$ cat src/rtl/fifo_mii_tx.sv
// fifo_mii_tx: drains payload bytes from an 8-bit synchronous FIFO and sends
// preamble, SFD, payload, zero padding, CRC-32 FCS and the inter-frame gap
// onto a 100 Mb/s MII transmit port, one nibble per clock, low nibble first.
module fifo_mii_tx #(
   parameter int PREAMBLE_BYTES = 7,
   parameter int MIN_FRAME      = 60,
   parameter int IFG_BYTES      = 12
) (
   input  logic        clk,
   input  logic        rst,
   input  logic        tx_start,
   input  logic [10:0] tx_len,
   output logic        busy,
   output logic        fifo_rd,
   input  logic [7:0]  fifo_dout,
   input  logic        fifo_empty,
   output logic [3:0]  mii_txd,
   output logic        mii_tx_en,
   output logic        mii_tx_er,
   output logic        tx_done,
   output logic        tx_underrun
);

   localparam logic [2:0] S_IDLE  = 3'd0;
   localparam logic [2:0] S_PRE   = 3'd1;
   localparam logic [2:0] S_SFD   = 3'd2;
   localparam logic [2:0] S_DATA  = 3'd3;
   localparam logic [2:0] S_PAD   = 3'd4;
   localparam logic [2:0] S_FCS   = 3'd5;
   localparam logic [2:0] S_ABORT = 3'd6;
   localparam logic [2:0] S_IFG   = 3'd7;

   localparam logic [10:0] PRE_LAST = 11'(PREAMBLE_BYTES - 1);
   localparam logic [10:0] MIN_LEN  = 11'(MIN_FRAME);
   localparam logic [10:0] IFG_LAST = 11'(IFG_BYTES - 1);
   localparam logic [31:0] CRC_POLY = 32'hEDB88320;

   // One byte through the reflected CRC-32, LSB first as it goes on the wire.
   function automatic logic [31:0] crc8_step(input logic [31:0] crc, input logic [7:0] d);
      logic [31:0] c;
      c = crc;
      for (int i = 0; i < 8; i++) begin
         if (c[0] ^ d[i]) c = (c >> 1) ^ CRC_POLY;
         else             c = c >> 1;
      end
      return c;
   endfunction

   // FCS nibble idx (0 = first on the wire) of the complemented CRC register.
   function automatic logic [3:0] fcs_nib(input logic [31:0] crc, input logic [2:0] idx);
      logic [31:0] s;
      s = crc >> {idx, 2'b00};
      return ~s[3:0];
   endfunction

   // State registers describe the cycle currently on the wire.
   logic [2:0]  state_q, state_d;
   logic        phase_q, phase_d;
   logic [10:0] cnt_q, cnt_d;
   logic [10:0] len_q, len_d;
   logic [31:0] crc_q, crc_d;
   logic [3:0]  hi_q, hi_d;
   logic [3:0]  txd_q, txd_d;
   logic        en_q, en_d;
   logic        er_q, er_d;
   logic        busy_q, busy_d;
   logic        done_q, done_d;
   logic        urun_q, urun_d;
   logic        urun_pend_q, urun_pend_d;

   logic [10:0] cnt_inc;
   logic        more_payload;
   logic        prefetch;

   assign cnt_inc      = cnt_q + 11'd1;
   assign more_payload = (cnt_inc < len_q);
   // Prefetch happens in phase 0 of the byte preceding each payload byte.
   assign prefetch     = (state_q == S_SFD  && !phase_q) ||
                         (state_q == S_DATA && !phase_q && more_payload);
   // Gated by rst so a reset landing on a prefetch cycle consumes nothing.
   assign fifo_rd      = prefetch & ~fifo_empty & ~rst;

   assign busy        = busy_q;
   assign mii_txd     = txd_q;
   assign mii_tx_en   = en_q;
   assign mii_tx_er   = er_q;
   assign tx_done     = done_q;
   assign tx_underrun = urun_q;

   // Next-state and next-output computation for the frame sequencer.
   always_comb begin
      state_d     = state_q;
      phase_d     = phase_q;
      cnt_d       = cnt_q;
      len_d       = len_q;
      crc_d       = crc_q;
      hi_d        = hi_q;
      txd_d       = txd_q;
      en_d        = en_q;
      er_d        = er_q;
      busy_d      = busy_q;
      done_d      = 1'b0;
      urun_d      = 1'b0;
      urun_pend_d = prefetch & fifo_empty;

      case (state_q)
         S_IDLE: begin
            if (tx_start && tx_len != 11'd0) begin
               state_d = S_PRE;
               phase_d = 1'b0;
               cnt_d   = 11'd0;
               len_d   = tx_len;
               txd_d   = 4'h5;
               en_d    = 1'b1;
               er_d    = 1'b0;
               busy_d  = 1'b1;
            end
         end
         S_PRE: begin
            phase_d = ~phase_q;
            txd_d   = 4'h5;
            if (phase_q) begin
               if (cnt_q == PRE_LAST) begin
                  state_d = S_SFD;
                  cnt_d   = 11'd0;
               end else begin
                  cnt_d = cnt_inc;
               end
            end
         end
         S_SFD: begin
            if (!phase_q) begin
               phase_d = 1'b1;
               txd_d   = 4'hD;
               crc_d   = 32'hFFFFFFFF;
            end else begin
               phase_d = 1'b0;
               cnt_d   = 11'd0;
               if (urun_pend_q) begin
                  state_d = S_ABORT;
                  txd_d   = 4'h0;
                  er_d    = 1'b1;
                  urun_d  = 1'b1;
               end else begin
                  state_d = S_DATA;
                  txd_d   = fifo_dout[3:0];
                  hi_d    = fifo_dout[7:4];
                  crc_d   = crc8_step(crc_q, fifo_dout);
               end
            end
         end
         S_DATA: begin
            if (!phase_q) begin
               phase_d = 1'b1;
               txd_d   = hi_q;
            end else begin
               phase_d = 1'b0;
               if (more_payload) begin
                  cnt_d = cnt_inc;
                  if (urun_pend_q) begin
                     state_d = S_ABORT;
                     txd_d   = 4'h0;
                     er_d    = 1'b1;
                     urun_d  = 1'b1;
                  end else begin
                     txd_d = fifo_dout[3:0];
                     hi_d  = fifo_dout[7:4];
                     crc_d = crc8_step(crc_q, fifo_dout);
                  end
               end else if (len_q < MIN_LEN) begin
                  state_d = S_PAD;
                  cnt_d   = cnt_inc;
                  txd_d   = 4'h0;
                  crc_d   = crc8_step(crc_q, 8'h00);
               end else begin
                  state_d = S_FCS;
                  cnt_d   = 11'd0;
                  txd_d   = fcs_nib(crc_q, 3'd0);
               end
            end
         end
         S_PAD: begin
            if (!phase_q) begin
               phase_d = 1'b1;
               txd_d   = 4'h0;
            end else begin
               phase_d = 1'b0;
               if (cnt_inc < MIN_LEN) begin
                  cnt_d = cnt_inc;
                  txd_d = 4'h0;
                  crc_d = crc8_step(crc_q, 8'h00);
               end else begin
                  state_d = S_FCS;
                  cnt_d   = 11'd0;
                  txd_d   = fcs_nib(crc_q, 3'd0);
               end
            end
         end
         S_FCS: begin
            if (!phase_q) begin
               phase_d = 1'b1;
               txd_d   = fcs_nib(crc_q, {cnt_q[1:0], 1'b1});
            end else begin
               phase_d = 1'b0;
               if (cnt_q[1:0] == 2'd3) begin
                  state_d = S_IFG;
                  cnt_d   = 11'd0;
                  txd_d   = 4'h0;
                  en_d    = 1'b0;
               end else begin
                  cnt_d = cnt_inc;
                  txd_d = fcs_nib(crc_q, {cnt_inc[1:0], 1'b0});
               end
            end
         end
         S_ABORT: begin
            if (!phase_q) begin
               phase_d = 1'b1;
            end else begin
               phase_d = 1'b0;
               state_d = S_IFG;
               cnt_d   = 11'd0;
               txd_d   = 4'h0;
               en_d    = 1'b0;
               er_d    = 1'b0;
            end
         end
         S_IFG: begin
            phase_d = ~phase_q;
            if (!phase_q) begin
               // Raise tx_done so it coincides with the final IFG cycle.
               if (cnt_q == IFG_LAST) done_d = 1'b1;
            end else begin
               if (cnt_q == IFG_LAST) begin
                  state_d = S_IDLE;
                  cnt_d   = 11'd0;
                  busy_d  = 1'b0;
               end else begin
                  cnt_d = cnt_inc;
               end
            end
         end
         default: begin
            state_d = S_IDLE;
         end
      endcase
   end

   // Register state and all MII-facing outputs; reset clears everything.
   always_ff @(posedge clk) begin
      if (rst) begin
         state_q     <= S_IDLE;
         phase_q     <= 1'b0;
         cnt_q       <= 11'd0;
         len_q       <= 11'd0;
         crc_q       <= 32'd0;
         hi_q        <= 4'd0;
         txd_q       <= 4'd0;
         en_q        <= 1'b0;
         er_q        <= 1'b0;
         busy_q      <= 1'b0;
         done_q      <= 1'b0;
         urun_q      <= 1'b0;
         urun_pend_q <= 1'b0;
      end else begin
         state_q     <= state_d;
         phase_q     <= phase_d;
         cnt_q       <= cnt_d;
         len_q       <= len_d;
         crc_q       <= crc_d;
         hi_q        <= hi_d;
         txd_q       <= txd_d;
         en_q        <= en_d;
         er_q        <= er_d;
         busy_q      <= busy_d;
         done_q      <= done_d;
         urun_q      <= urun_d;
         urun_pend_q <= urun_pend_d;
      end
   end

endmodule

$ cat config.mk
export PLATFORM = sky130hd
export DESIGN_NAME = fifo_mii_tx
export DESIGN_NICKNAME = d
export VERILOG_FILES = /design/src/rtl/fifo_mii_tx.sv
export SDC_FILE = /design/constraint.sdc
export NUM_CORES = 1
export LEC_CHECK = 0
export ABC_CLOCK_PERIOD_IN_PS = 4700
export CAP_MARGIN = 30
export CORE_MARGIN = 10
export CORE_UTILIZATION = 60
export DETAILED_ROUTE_END_ITERATION = 10
export MAX_ROUTING_LAYER = met4
export PLACE_DENSITY = 0.8
export SYNTH_ARGS = -nofsm -noshare
export SYNTH_HDL_FRONTEND = slang
export SYNTH_SLANG_ARGS = --single-unit
$ cat constraint.sdc
create_clock -name clk -period 4.7 [get_ports clk]
set_clock_uncertainty 0.2 [all_clocks]
set_input_delay 0.94 -clock clk [delete_from_list [all_inputs] [get_ports clk]]
set_output_delay 0.94 -clock clk [all_outputs]
set_load 0.02 [all_outputs]
==> results of run 1 <==
==> path summary, 6_finish.rpt <==
check / startpoint / end / slack, ns / cells after the start
worst max-delay path: cnt_q[3] / fifo_rd / 0.28 / 12
worst min-delay path: mii_tx_en / mii_tx_en / 0.30 / 2
worst max register to register: cnt_q[3] / cnt_q[1] / 0.57 / 13
worst min register to register: mii_tx_en / mii_tx_en / 0.30 / 2
==> final cells by class <==
class,count,area share [%]
sequential,72,23.1
inverter,23,1.38
clock inverter,6,1.34
multi-input combinational,518,62.8
tap,111,2.23
clock buffer,10,2.05
timing repair buffer,49,7.03
==> metal layers <==
layer | GRT usage [%] | part of all wire (%) | vias up
met4 | 9.06 | 2.7 | 0
met1 | 32.3 | 44 | 2373
met2 | 36.9 | 45 | 220
li1 | - | - | 2322
met3 | 3.92 | 8.8 | 33
met5 | - | 0 | -
==> placed cells by master, fill, tap and decap left out, types with 3 or more instances in the layout <==
cell and n:
sky130_fd_sc_hd__and4_1 3, sky130_fd_sc_hd__nand2b_1 11, sky130_fd_sc_hd__inv_1 23, sky130_fd_sc_hd__a21oi_1 21, sky130_fd_sc_hd__nand3b_1 3, sky130_fd_sc_hd__nand3_1 9
sky130_fd_sc_hd__o21ai_0 23, sky130_fd_sc_hd__and3_1 5, sky130_fd_sc_hd__o211ai_1 3, sky130_fd_sc_hd__nor2b_1 4, sky130_fd_sc_hd__and2_1 5, sky130_fd_sc_hd__a211o_1 4
sky130_fd_sc_hd__nor2_1 72, sky130_fd_sc_hd__nand2_1 45, sky130_fd_sc_hd__a31oi_1 7, sky130_fd_sc_hd__xnor2_2 5, sky130_fd_sc_hd__mux4_2 8, sky130_fd_sc_hd__nand4_1 5
sky130_fd_sc_hd__o21ai_1 3, sky130_fd_sc_hd__a211oi_1 14, sky130_fd_sc_hd__ha_1 13, sky130_fd_sc_hd__clkdlybuf4s50_1 30, sky130_fd_sc_hd__clkinv_2 3, sky130_fd_sc_hd__o22ai_1 6
sky130_fd_sc_hd__a21o_1 5, sky130_fd_sc_hd__clkbuf_8 9, sky130_fd_sc_hd__nor3_1 12, sky130_fd_sc_hd__xnor2_1 91, sky130_fd_sc_hd__a311oi_1 12, sky130_fd_sc_hd__a211oi_2 10
sky130_fd_sc_hd__or3_1 5, sky130_fd_sc_hd__buf_4 17, sky130_fd_sc_hd__nor4_1 6, sky130_fd_sc_hd__o21a_1 4, sky130_fd_sc_hd__xor2_1 40, sky130_fd_sc_hd__mux2i_1 19
sky130_fd_sc_hd__a21boi_0 4, sky130_fd_sc_hd__dfxtp_1 71
==> worst reg2reg max path: cells and delay by family, from the launching register on <==
kind / cells / cell delay (ns)
AND/OR/NAND/NOR: 5 / 0.96
adder cells (fa/ha/maj): 1 / 0.29
AO/OA/AOI/OAI: 6 / 1.93
flip-flops: 1 / 0.50
buffers and inverters: 1 / 0.19
==> what timing repair did <==
item / in CTS / in global routing
setup endpoints to repair: 1 / 1
pin swaps: 1 / 0
gates resized for setup: 3 / 5
==> registers in the layout, indices dropped and copies added (netlist names) <==
| register | count |
|---|---|
| busy | 1 |
| cnt_q | 11 |
| crc_q | 32 |
| hi_q | 4 |
| len_q | 11 |
| mii_tx_en | 1 |
| mii_tx_er | 1 |
| mii_txd | 4 |
| phase_q | 1 |
| state_q | 3 |
| tx_done | 1 |
| tx_underrun | 1 |
| urun_pend_q | 1 |
==> cells by family (layout without fill, tap and decap cells) <==
kind of cell,Yosys count,after routing,synth area share [%]
AO/OA/AOI/OAI,138,138,18.5
XOR/XNOR,139,139,23.1
adder cells (fa/ha/maj),13,13,2.89
buffers and inverters,68,88,5.37
flip-flops,72,72,25.6
multiplexers,28,28,6.97
AND/OR/NAND/NOR,200,200,17.6
==> stage by stage <==
step | worst slack (ns) | utilization (%) | power [W]
2_1_floorplan | 0.515 | - | 0.00254
3_3_place_gp | 0.193 | 65.3 | 0.00265
3_5_place_dp | 0.122 | 65.3 | 0.00269
4_1_cts | 0.0903 | 67.7 | 0.00326
5_1_grt | 0.126 | 67.8 | 0.00349
6_report | 0.282 | 67.8 | 0.00329
==> power by group <==
| part | internal [W] | switching (W) | leakage, nW | total [W] |
|---|---|---|---|---|
| Sequential | 0.000710 | 0.000175 | 0.586 | 0.000885 |
| Combinational | 0.000836 | 0.00102 | 1.66 | 0.00185 |
| Clock | 0.000297 | 0.000258 | 0.110 | 0.000556 |
| Total | 0.00184 | 0.00145 | 2.36 | 0.00329 |
==> impl_summary.md, run 1 <==
Final layout
The post-route netlist has 11.7% of its cells at a drive strength greater than 1. The number of antenna repair diodes is 0. Relative to the synthesized area, the layout overhead comes to 10.6%.

The finished cells cover 6230 um2. The layout filler cell count is between 700 and 800. Registers take between 1000 and 1500 um2.

The final layout contains 709 nets. The multi-input logic area is 3920 um2. The final cell count without fillers is 789.

Place
After legalization and detailed placement, the total HPWL measured 11,400 um. The port buffer count is 32. The total instance count after detailed placement is 773. The post-placement cell area is 6000 um2. The placer congestion estimate is roughly 0.94.

Global route
The initial antenna violation count is 0. The number of global-route vias before repair is 4,809. Summed over all layers, the global routing overflow is 0. Entering global routing, the biggest net connects between 60 and 70 pins. Global routing consumed, over all layers together, about a quarter of the routing resources. The first global-routing pass estimated 25,600 um of wire.

Timing
The hold violation total from the final report came to 0. The share of the clock period used by the worst path after layout is 94.0%. Static timing analysis puts the maximum clock frequency at about 230 MHz.

The setup total negative slack is 0 ns. The measured slew at the worst slew-check pin is 0.795 ns. Setup violations remaining at the end of the flow were counted as 0. For the finished layout, the period the worst path requires is 4.42 ns. The max-slew violation count came to 0. The relative slew slack is 46.6%.

The worst hold slack is around 0.3 ns. Setup repair after global routing left no endpoint under its margin.

Detailed routing
The post-detailed-route wirelength per cell is 19.9 um. For this run, design rule violations remaining after detail routing come to 0. In the routed layout, each cell is associated on average with a via count of 6.27. In this run the remaining antenna-violating nets after routing total 0. The number of vias after detailed routing is 4,948. For this block, the routed nets add up to 15,700 um of wire. The first-iteration detailed-routing DRC count is 530. The first detailed-routing pass ran for 5 iterations.

Logic synthesis
The per-instance average area after synthesis is 8.56 um2. The synthesized design spends more area on one cell type than any other, namely sky130_fd_sc_hd__dfxtp_1. Ranked by instance count, the synthesized netlist is headed by 91 x sky130_fd_sc_hd__xnor2_1, 72 x sky130_fd_sc_hd__dfxtp_1, 72 x sky130_fd_sc_hd__nor2_1. In the synthesized netlist the async set-or-reset flop fraction comes to 0%. In this run the biggest area consumer among cell types represents between 20% and 30% of the synthesized area. The number of different library cells in the post-synthesis netlist is 71. In this run the cell area of the synthesized design comes to 5640 um2. The number of nets produced by synthesis is between 600 and 700.

Counting flops and latches in the post-synthesis netlist gives 72. After technology mapping, the gate count stands at 658. The fraction of the yosys area taken by sequential cells is 25.6%. The total number of yosys warnings is 0. The flip-flop cell with the highest count after synthesis is sky130_fd_sc_hd__dfxtp_1. The most frequent cell after synthesis is sky130_fd_sc_hd__xnor2_1. Ranked by total cell area, the synthesized netlist is headed by sky130_fd_sc_hd__dfxtp_1 26%, sky130_fd_sc_hd__xnor2_1 14%, sky130_fd_sc_hd__xor2_1 6.2%.

In this run, synthesis inferred 0 flip-flops with an integrated enable.

Worst setup path
On the worst path, the slowest cell contributes a delay of 0.50 ns. Data on the critical path arrives at its endpoint at ~3.3 ns. Counting both buffers and inverters, the worst setup path holds a total of 1.

Of all nets on the critical path, the largest fanout is 8. The category of cells accounting for the largest share of critical-path delay is compound AO/OA/AOI/OAI gates. Data on the critical path is required at its endpoint by 3.56 ns.

The worst setup path is captured at a primary output. The critical-path cell with the highest stage delay is sky130_fd_sc_hd__dfxtp_1. The critical path launch point type is a register. The critical path start-end classification is reg2out. The critical path goes through and4_1, and3_1, nand2b_1, nand2_1, ha_1, a211o_1, a2111oi_4, a21oi_2, a21oi_2, nand2_1, nor2_1, clkbuf_2.

Clocking
The total of hold buffers inserted after clock tree synthesis is 0. The maximum count of clock buffers along a single path is 2. The clock tree from TritonCTS is yes. Buffers added to address setup during post-CTS repair amount to 0. Clock-pin slew was measured on the worst setup and hold paths at 0.08 ns. TritonCTS created 9 clock buffers. For the worst-skew pair, the clock arrives at the later sink with an insertion delay of 0.36 ns. The CTS H-tree depth is 3. CTS placed an instance of sky130_fd_sc_hd__clkbuf_8 at the clock tree root.

The clock sink count is 72.

Floorplanning
The die is between 100 and 150 um wide. During I/O placement, the number of pins put on the boundary was 33. The effective utilization at floorplan is between 60 and 70%. The chip height is about 120 um.

The floorplan step defined a die boundary enclosing approximately 14,000 um2. The floorplan row count is 35. The region available for standard cell placement spans slightly above 9000 um2.

Power and ir drop
For this design the ratio of total power to cell area is 528 nW/um2. VDD sags by at most 0.000291 V. Summed over all cells, the static leakage comes to 2.36 nW.

Hold path
In this run the worst hold path is classified as reg2reg.

Job
Across the run, the number of max-cap violations was 0.

Outcome
The flow ran to the end, and the final reports show no timing, DRC or antenna violations.
Note: power is estimated with default switching activity, not from simulation.
==> inputs of run 2 (changes only) <==
--- a/config.mk
+++ b/config.mk
@@ -6,7 +6,6 @@
 export NUM_CORES = 1
 export LEC_CHECK = 0
 export ABC_CLOCK_PERIOD_IN_PS = 4700
-export CAP_MARGIN = 30
 export CORE_MARGIN = 10
 export CORE_UTILIZATION = 60
 export DETAILED_ROUTE_END_ITERATION = 10
==> results of run 2 <==
Final layout, timing and power as in run 1 (identical DEF).
==> inputs of run 3 (changes only) <==
--- a/config.mk
+++ b/config.mk
@@ -5,7 +5,7 @@
 export SDC_FILE = /design/constraint.sdc
 export NUM_CORES = 1
 export LEC_CHECK = 0
-export ABC_CLOCK_PERIOD_IN_PS = 4700
+export ABC_CLOCK_PERIOD_IN_PS = 5220
 export CORE_MARGIN = 10
 export CORE_UTILIZATION = 60
 export DETAILED_ROUTE_END_ITERATION = 10
==> constraint.sdc (replaced) <==
create_clock -name clk -period 5.22 [get_ports clk]
set_clock_uncertainty 0.2 [all_clocks]
set_input_delay 1.044 -clock clk [delete_from_list [all_inputs] [get_ports clk]]
set_output_delay 1.044 -clock clk [all_outputs]
set_load 0.02 [all_outputs]
==> run 3 against run 2 <==
  * Flip-flop and latch count is the same
  * Cell area shrank 0.82%
  * Combinational power shrank 10%
  * Global-route usage shrank 0.31 points
  * Count of clock-buffer cells in the layout is the same
  * Critical path type unchanged
  * Critical endpoint unchanged
  * Largest cell class unchanged
==> impl_summary.md, run 3 (same netlist as run 1, synthesis figures left out) <==
Timing
The hold violation total from the final report is 0 (unchanged). The clock period minus final worst setup slack is about 4.7 ns. The total setup violations reported at the end of the flow was 0 (unchanged). The worst hold slack is 0.300 ns (+0.00168 ns). The worst path uses between 90% and 100% of the clock period. The relative slew slack is 36.6% (-10 points). The setup total negative slack was 0 ns (unchanged). The measured slew at the worst slew-check pin is 0.946 ns (+0.151 ns).

Setup repair after global routing left no endpoint under its margin. Static timing analysis puts the maximum clock frequency at 211 MHz. The max-slew violation count was 0 (unchanged).

Floorplanning
The chip height was 117 um (unchanged). The die boundary width is 117 um (unchanged). The core region area is 9200 um2 (unchanged). The top-level port count came to 33 (unchanged). The area of the die was 13,700 um2 (unchanged). The effective utilization at floorplan is 61.3% (unchanged). The floorplan row count was 35 (unchanged).

Clocking
The maximum count of clock buffers along a single path is 2 (unchanged). The clock-pin slew of the registers on the worst-case setup and hold paths is 0.08 ns (about the same). The TritonCTS buffer count is 9 (unchanged).

The clock sink count is 72 (unchanged). CTS placed an instance of sky130_fd_sc_hd__clkbuf_8 at the clock tree root. The total of hold buffers inserted after clock tree synthesis was 0 (unchanged). The CTS H-tree depth was 3 (unchanged). The clock tree from TritonCTS is yes. The insertion delay to the later sink of the worst-skew pair is 0.36 ns (about the same).

Final layout
crc_q holds more flip-flops than any other register. The most frequent standard cell in the layout excluding fill and tap cells is sky130_fd_sc_hd__xnor2_1. The layout filler cell count came to 736 (-1.6%).

Leaving out fill and tap cells, the most frequent cells in the layout are 91 x sky130_fd_sc_hd__xnor2_1, 72 x sky130_fd_sc_hd__nor2_1, 71 x sky130_fd_sc_hd__dfxtp_1. The layout-stage area growth over the synthesis result is 9.70%. The largest registers in the layout are crc_q x32, cnt_q x11, len_q x11. The multi-input logic area is 3910 um2 (about the same). The layout cell share with drive strength beyond 1 was 10.6% (-1.1 points). The final net count came to 702 (-0.99%). The number of flip-flops in the largest register was 32 (unchanged). The number of antenna repair diodes is 0 (unchanged).

The register area is 1440 um2 (unchanged).

Worst setup path
The launch point of the critical path is cnt_q[0]. The largest driver fanout on the critical path is 6 (-2). The signal on the critical path passes through ha_1, nand3_1, or3_1, nand2_1, ha_1, a21oi_1, a21boi_0, a2111oi_4, a21oi_2, a21oi_1, nand2_1, nor2_1, dlymetal6s2s_1. STA classifies the critical path endpoint as a primary output. The critical-path cell with the highest stage delay is sky130_fd_sc_hd__a2111oi_4. The count of buffer and inverter cells on the critical path is 1 (unchanged). The critical path is of the reg2out type. Grouping stages by cell kind, the critical path spends the most delay in compound AO/OA/AOI/OAI gates. The worst setup path is launched from a register. The worst endpoint required time is 3.98 ns (+0.42 ns). The startpoint identified for the worst register-to-register timing path is cnt_q[0]. The arrival time at the worst endpoint is 3.50 ns (+0.22 ns). The largest stage delay on the critical path came to 0.47 ns (-0.03 ns).

Global route
The first-pass GRT wire length is 25,300 um (-1.3%). The residual overflow from global routing was 0 (unchanged). The global-route usage over all layers came to 24.1% (-0.31 points). The number of global-route vias before repair came to 4,791 (-0.37%). The initial antenna violation count is 0 (unchanged).

The largest net degree at the start of global routing is 68 (unchanged).

Detailed routing
The wire length reported by the detailed router is 15,700 um (-0.34%). The number of vias per cell came to 6.39 (+2.0%). The first-pass iteration count of the detailed router is 5 (unchanged). The first-iteration detailed-routing DRC count came to 634 (+20%).

The DRC violations left is 0 (unchanged). The post-detailed-route wirelength per cell is 20.0 um (+0.56%). The number of vias after detailed routing is 5,000 (+1.1%). The remaining number of nets flagged by the antenna check after routing is 0 (unchanged).

Place
The placer congestion estimate is 1.03 (+9.5%). The HPWL after detailed placement was 11,300 um (-1.3%). The port buffer count is 32 (unchanged).

Power and ir drop
The worst vdd rail ir drop came to 0.000270 V (-7.1%). The leakage power of the design came to 2.33 nW (-1.1%). The total power divided by cell area is 474 nW/um2 (-10%).

Outcome
The flow ran to the end, and the final reports show no timing, DRC or antenna violations.

Job
The number of maximum-capacitance violations is 0 (unchanged).

Hold path
The path class of the tightest hold or removal check is reg2reg. The beginning of the worst hold path is mii_tx_en.
## run 3: timing repair
| item | 4_1_cts | 5_1_grt |
|---|---|---|
| setup endpoints to repair | 1 | 1 |
| gates resized for setup | 2 | 5 |
| setup buffers | 0 | 1 |
| endpoints found under the hold margin | 0 | 0 |
| pin swaps | 0 | 1 |
## run 3: report_power, final
part           leakage (nW)  internal [W]  switching, W
Clock                0.0989      0.000235      0.000235
Sequential            0.586      0.000639      0.000167
Combinational          1.64      0.000752      0.000905
## run 3: path summary, 6_finish.rpt
| kind | to | slack [ns] | cells past startpoint |
|---|---|---|---|
| setup / recovery | fifo_rd | 0.48 | 13 |
| hold reg to reg | mii_tx_en | 0.30 | 2 |
| setup reg to reg | crc_q[16] | 0.94 | 14 |
| hold / removal | mii_tx_en | 0.30 | 2 |
## run 3: tightest hold or removal path: cells and delay by family (launching register included)
family          cells  cell delay, ns
compound gates      1            0.06
simple gates        1            0.08
flops               1            0.32
## run 3: layout make-up
class | instances | area share (%)
repair buffers | 42 | 6.42
multi-input cells | 518 | 63.3
clock inverters | 6 | 1.09
inverters | 23 | 1.40
flip-flops and latches | 72 | 23.3
well taps | 111 | 2.25
clock buffers | 10 | 2.23
## run 3: stage by stage
stage	std cells	power [W]	utilization [%]	setup WS [ns]	cell area [um2]
after floorplan	658	0.00229	-	0.931	5640
after global placement	765	0.00239	64.6	0.451	5940
after detailed placement	765	0.00242	64.6	0.356	5940
after CTS	781	0.00291	67.0	0.0641	6160
after global routing	782	0.00310	67.2	0.259	6180
final	782	0.00293	67.2	0.478	6180
## run 3: metal layers
| metal | part of all wire (%) | routed length [um] | up-vias | track usage (%) |
|---|---|---|---|---|
| li1 | - | - | 2321 | - |
| met1 | 41 | 6450 | 2344 | 30.4 |
| met2 | 46 | 7260 | 289 | 37.8 |
| met3 | 9.9 | 1550 | 46 | 5.25 |
| met4 | 2.7 | 420 | 0 | 7.83 |
| met5 | 0 | 0 | - | - |
